[config.mk]
export PLATFORM = sky130hd
export DESIGN_NAME = shift_pipe
export DESIGN_NICKNAME = d
export VERILOG_FILES = /design/src/rtl/shift_pkg.sv /design/src/rtl/shift_level.sv /design/src/rtl/shift_pipe.sv
export SDC_FILE = /design/constraint.sdc
export NUM_CORES = 1
export LEC_CHECK = 0
export BUFFER_PORTS_ARGS = -buffer_cell sky130_fd_sc_hd__clkbuf_2
export CAP_MARGIN = 25
export CORE_UTILIZATION = 30
export DETAILED_ROUTE_END_ITERATION = 10
export GPL_TIMING_DRIVEN = 0
export PLACE_DENSITY = 0.52
export RECOVER_POWER = 25
export SYNTH_ARGS = -nofsm -noshare
export SYNTH_HDL_FRONTEND = slang
export SYNTH_SLANG_ARGS = --single-unit
[constraint.sdc]
create_clock -name clk -period 2.3 [get_ports clk]
set_input_delay 0.23 -clock clk [delete_from_list [all_inputs] [get_ports clk]]
set_output_delay 0.23 -clock clk [all_outputs]
set_load 0.05 [all_outputs]
[src/rtl/shift_pkg.sv]
// Shared types and helpers for the pipelined multi-mode barrel shifter.
package shift_pkg;

  typedef enum logic [2:0] {
    SLL = 3'b000,
    SRL = 3'b001,
    SRA = 3'b010,
    ROL = 3'b011,
    ROR = 3'b100
  } shift_op_e;

  function automatic logic is_legal_op(input logic [2:0] op);
    return op <= 3'b100;
  endfunction

  // Barrel levels handled between two consecutive pipeline registers.
  function automatic int levels_per_group(input int shw, input int nregs);
    return (shw + nregs - 1) / nregs;
  endfunction

endpackage

[src/rtl/shift_level.sv]
// One combinational barrel level: shifts or rotates by DIST when en_i is set.
module shift_level
  import shift_pkg::*;
#(
  parameter int WIDTH = 32,
  parameter int DIST  = 1
) (
  input  logic [WIDTH-1:0] data_i,
  input  logic             en_i,
  input  shift_op_e        op_i,
  output logic [WIDTH-1:0] data_o
);

  always_comb begin
    data_o = data_i;
    if (en_i) begin
      case (op_i)
        SLL:     data_o = data_i << DIST;
        SRL:     data_o = data_i >> DIST;
        SRA:     data_o = $signed(data_i) >>> DIST;
        ROL:     data_o = {data_i[WIDTH-DIST-1:0], data_i[WIDTH-1:WIDTH-DIST]};
        ROR:     data_o = {data_i[DIST-1:0], data_i[WIDTH-1:DIST]};
        // Illegal ops pass the operand through untouched at every level.
        default: data_o = data_i;
      endcase
    end
  end

endmodule

[src/rtl/shift_pipe.sv]
// Pipelined barrel shifter: SHW levels split into NUM_REGS register-terminated
// groups, with a tag carried alongside and whole-pipe valid/ready stalling.
module shift_pipe
  import shift_pkg::*;
#(
  parameter int WIDTH    = 32,
  parameter int NUM_REGS = 2,
  parameter int TAG_W    = 4
) (
  input  logic                     clk,
  input  logic                     rst_n,
  input  logic                     in_valid,
  output logic                     in_ready,
  input  logic [WIDTH-1:0]         in_a,
  input  logic [$clog2(WIDTH)-1:0] in_shamt,
  input  logic [2:0]               in_op,
  input  logic [TAG_W-1:0]         in_tag,
  output logic                     out_valid,
  input  logic                     out_ready,
  output logic [WIDTH-1:0]         out_y,
  output logic [TAG_W-1:0]         out_tag,
  output logic                     out_zero,
  output logic                     out_err
);

  localparam int SHW = $clog2(WIDTH);
  localparam int LPG = levels_per_group(SHW, NUM_REGS);

  typedef struct packed {
    logic             valid;
    logic             err;
    logic [TAG_W-1:0] tag;
    shift_op_e        op;
    logic [SHW-1:0]   shamt;
    logic [WIDTH-1:0] data;
  } stage_t;

  stage_t           in_rec;
  stage_t           grp_in   [NUM_REGS];
  stage_t           stage_d  [NUM_REGS];
  stage_t           stage_q  [NUM_REGS];
  logic [WIDTH-1:0] grp_out  [NUM_REGS];
  logic [WIDTH-1:0] lvl_out  [SHW];
  logic             adv;
  logic             unused_tail;

  // Handshake: a beat transfers on any edge where valid & ready are both high.
  // The whole pipe advances together when the output slot is empty or being
  // drained, so bubbles are held in place during a stall rather than squeezed out.
  assign adv      = ~out_valid | out_ready;
  assign in_ready = adv;

  always_comb begin
    in_rec       = '0;
    in_rec.valid = in_valid;
    in_rec.err   = in_valid & ~is_legal_op(in_op);
    in_rec.tag   = in_tag;
    in_rec.op    = shift_op_e'(in_op);
    in_rec.shamt = in_shamt;
    in_rec.data  = in_a;
  end

  always_comb begin
    grp_in[0] = in_rec;
    for (int g = 1; g < NUM_REGS; g++) begin
      grp_in[g] = stage_q[g-1];
    end
  end

  for (genvar k = 0; k < SHW; k++) begin : g_lvl
    localparam int G = k / LPG;
    logic [WIDTH-1:0] lvl_in;
    if (k % LPG == 0) begin : g_first
      assign lvl_in = grp_in[G].data;
    end else begin : g_chain
      assign lvl_in = lvl_out[k-1];
    end
    shift_level #(
      .WIDTH (WIDTH),
      .DIST  (1 << k)
    ) u_level (
      .data_i (lvl_in),
      .en_i   (grp_in[G].shamt[k]),
      .op_i   (grp_in[G].op),
      .data_o (lvl_out[k])
    );
  end

  // Trailing groups can be empty when SHW does not fill every group.
  for (genvar g = 0; g < NUM_REGS; g++) begin : g_grp
    localparam int LO = g * LPG;
    localparam int HI = (((g + 1) * LPG < SHW) ? (g + 1) * LPG : SHW) - 1;
    if (LO < SHW) begin : g_busy
      assign grp_out[g] = lvl_out[HI];
    end else begin : g_empty
      assign grp_out[g] = grp_in[g].data;
    end
  end

  always_comb begin
    for (int g = 0; g < NUM_REGS; g++) begin
      stage_d[g]      = grp_in[g];
      stage_d[g].data = grp_out[g];
    end
  end

  always_ff @(posedge clk or negedge rst_n) begin
    if (!rst_n) begin
      for (int g = 0; g < NUM_REGS; g++) begin
        stage_q[g] <= '0;
      end
    end else if (adv) begin
      for (int g = 0; g < NUM_REGS; g++) begin
        stage_q[g] <= stage_d[g];
      end
    end
  end

  assign out_valid = stage_q[NUM_REGS-1].valid;
  assign out_y     = stage_q[NUM_REGS-1].data;
  assign out_tag   = stage_q[NUM_REGS-1].tag;
  assign out_err   = stage_q[NUM_REGS-1].err;
  assign out_zero  = (stage_q[NUM_REGS-1].data == '0);

  // Op and shift amount are fully consumed by the time a beat reaches the end.
  assign unused_tail = ^{stage_q[NUM_REGS-1].op, stage_q[NUM_REGS-1].shamt};

endmodule

==> summary.md <==
| Metric | Value |
|---|---|
| Reg area | `2030 sq um` |
| Final hold violation count | `0` |
| Crit end category | `flop` |
| Max Clock Freq | `0.429 GHz` |
| I/O pin cnt | `88` |
| Fraction of layout cells with a size suffix above 1 | `0.235` |
| Die height | `161 um` |
| Dpl hpwl | `28600 um` |
| Number of global-route vias before repair | `8736` |
| Non-Filler Instances | `about 1400` |
| Routed via count | `9157` |
| Fraction of registers with async set/reset | `1.00` |
| Syn_nets | `1033` |
| Largest vdd supply drop | `0.558 mV` |
| Cells after Synth | `approximately 990` |
| Status | `complete, but fails checks` |
| Total wire length | `around 38000 um` |
| Yosys warning count | `0` |
| Clock latency on the worst-skew pair | `0.35 ns` |
| Setup Viol. Count Final | `1` |
| PwrDens | `847 nW/um^2` |
| Antenna violations before repair | `0` |
| Maximum buffer depth of the clock tree | `2` |
| Initial core utilization | `0.309` |
| # diodes | `0` |
| Syn Area/Cell | `7.73 sq um` |
| CP Class | `in2reg` |
| DIE WIDTH | `161 um` |
| Drt via density | `6.51` |
| Dpl ws | `-0.586 ns` |
| Worst-path maximum fanout | `10` |
| Core area | `approximately 25000 sq um` |
| Clk pin slew, worst setup/hold paths | `0.07 ns` |
| Placement Rows | `57` |
| Tcrit/Tclk final | `1.01` |
| Area occupied by multi-input gates | `5270 sq um` |
| Distinct cells, synth | `85` |
| Startpoint Class | `primary input` |
| Post-synthesis sequential area ratio | `0.266` |
| Port bufs | `80` |
| # fillers | `2643` |
| H-tree Lvls | `3` |
| ANT nets after route | `0` |
| CTS sink cnt | `81` |
| Failing checks | `negative setup slack` |
| First-pass GRT wire length | `56900 um` |
| Unrepaired setup endpoints after global routing | `yes` |
| Pre-antenna DRT Iters | `5` |
| Most frequent cells in the layout | `123 x nor2_1, 118 x nand2_1, 101 x clkbuf_2` |
| Largest net degree at the start of global routing | `43` |
| Routed WL per cell | `27.2 um` |
| Fin worst setup slack | `-0.0287 ns` |
| DR iter-0 viols | `about 1300` |
| Routability cong. | `0.997` |
| CTS tree | `built` |
| Overall Global Routing Usage | `0.293` |
| EDFF count, synth | `0` |
| CTS root buffer | `clkbuf_16` |
| Least-Margin Pin Slew | `1.01 ns` |
| Max_slew headroom | `0.326` |
| Req. time, crit path | `2.49 ns` |
| Area Overhead vs Synth | `18.5%` |
| Netlist area before placement | `7610 sq um` |
| Max-slew violation count | `0` |
| DRC Markers | `0` |
| Final Skew | `roughly 0.011 ns` |
| Net count, final | `1126` |
| Cts bufs inserted | `9` |
| WP data arrival | `between 2 and 3 ns` |
| Die ar. | `26000 sq um` |
| Max_cap viols | `0` |
| Min Clock Period, post-route | `2.33 ns` |
| Grt total ovfl | `0` |
| Leakage power | `3.62 nW` |
| Synth Flop Type | `dfrtp_1` |
| Leading cell type in the layout, fill and taps excluded | `nor2_1` |
| Post-synthesis register bit count | `between 80 and 90` |
| Hold Crit Class | `in2reg` |
| Placed insts | `1390` |
-- cell type report --
cell class | count | area share
Sequential cell | 81 | 0.225
Inverter | 5 | 0.00250
Buffer | 97 | 0.0588
Clock buffer | 9 | 0.0250
Tap cell | 324 | 0.0450
Timing Repair Buffer | 83 | 0.0475
Clock inverter | 7 | 0.0121
Multi-Input combinational cell | 801 | 0.584
-- state kept, by name (all words and copies together) (netlist names) --
signal        flops
g_lvl.lvl_in     32
grp_in           11
out_err           1
out_tag           4
out_valid         1
out_y            32
-- where the power goes --
| part | switching [W] | internal, W | leakage [nW] |
|---|---|---|---|
| sequential | 0.000460 | 0.00180 | 0.956 |
| combinational | 0.00265 | 0.00109 | 2.50 |
| clock | 0.000662 | 0.000977 | 0.164 |
| total | 0.00377 | 0.00386 | 3.62 |
-- final timing paths --
kind,startpoint,to,slack (ns),depth (start not counted)
hold / removal,in_tag[1],grp_in[41],0.07,3
hold reg to reg,grp_in[45],grp_in[45],0.47,2
setup reg to reg,out_valid,g_lvl[3].lvl_in[27],0.08,8
min in group asynchronous,rst_n,g_lvl[3].lvl_in[30],0.58,2
max in group asynchronous,rst_n,grp_in[37],0.46,3
setup / recovery,in_op[1],g_lvl[3].lvl_in[23],-0.03,9
-- critical path, cell delays in order --
cell	delay, ns
clkbuf_2	0.09
buf_4	0.18
xor2_1	0.17
buf_2	0.23
a21oi_2	0.63
clkbuf_2	0.41
o211ai_1	0.16
o221ai_1	0.25
o211ai_1	0.16
-- Yosys cell counts, types with 17 or more instances --
| cell type | instances | share of area |
|---|---|---|
| a21oi_1 | 75 | 0.049 |
| a221o_1 | 20 | 0.026 |
| a221oi_1 | 30 | 0.035 |
| a22oi_1 | 18 | 0.018 |
| a31oi_1 | 17 | 0.014 |
| buf_2 | 36 | 0.024 |
| clkbuf_1 | 46 | 0.023 |
| dfrtp_1 | 81 | 0.27 |
| mux2i_1 | 31 | 0.041 |
| nand2_1 | 119 | 0.059 |
| nor2_1 | 128 | 0.063 |
| nor3_1 | 25 | 0.016 |
| o21ai_0 | 43 | 0.028 |
| o21ai_1 | 22 | 0.014 |
| o22ai_1 | 17 | 0.014 |
-- cells by family after synthesis --
logic type,after synthesis,share of synthesized area
AOI/OAI and AO/OA,386,0.370
and+or+nand+nor,361,0.220
buffers and inverters,103,0.0656
DFF,81,0.266
muxes,50,0.0723
xor gates and xnor gates,4,0.00559
-- layer usage --
metal / vias to the layer above / global-route usage / share of wire
met5: - / 0 / 0
met4: 0 / 0.157 / 0.050
met3: 132 / 0.0614 / 0.099
met2: 623 / 0.437 / 0.44
met1: 4429 / 0.394 / 0.41
li1: 3973 / - / -
-- what timing repair did --
| action | CTS | global route |
|---|---|---|
| resized for setup | 21 | 69 |
| hold buffers | 1 | 0 |
| pin swaps | 2 | 6 |
| endpoints found under the hold margin | 39 | 0 |
| setup buffers | 0 | 1 |
| setup endpoints to repair | 59 | 55 |
| gates cloned | 0 | 0 |
-- metrics by stage --
stage | setup TNS [ns] | total power [W] | cell area [sq um] | utilization | hold WS (ns)
after floorplan | 0 | 0.00458 | 7610 | - | -0.0656
after global placement | -18.00 | 0.00582 | 8420 | 0.342 | 0.432
after detailed placement | -16.56 | 0.00581 | 8450 | 0.343 | 0.304
after CTS | 0 | 0.00749 | 8850 | 0.360 | 0.0606
after global routing | -0.0526 | 0.00797 | 9020 | 0.366 | 0.0823
final | -0.0287 | 0.00763 | 9020 | 0.366 | 0.0684
No activity file was read; power rests on OpenSTA's default activity.
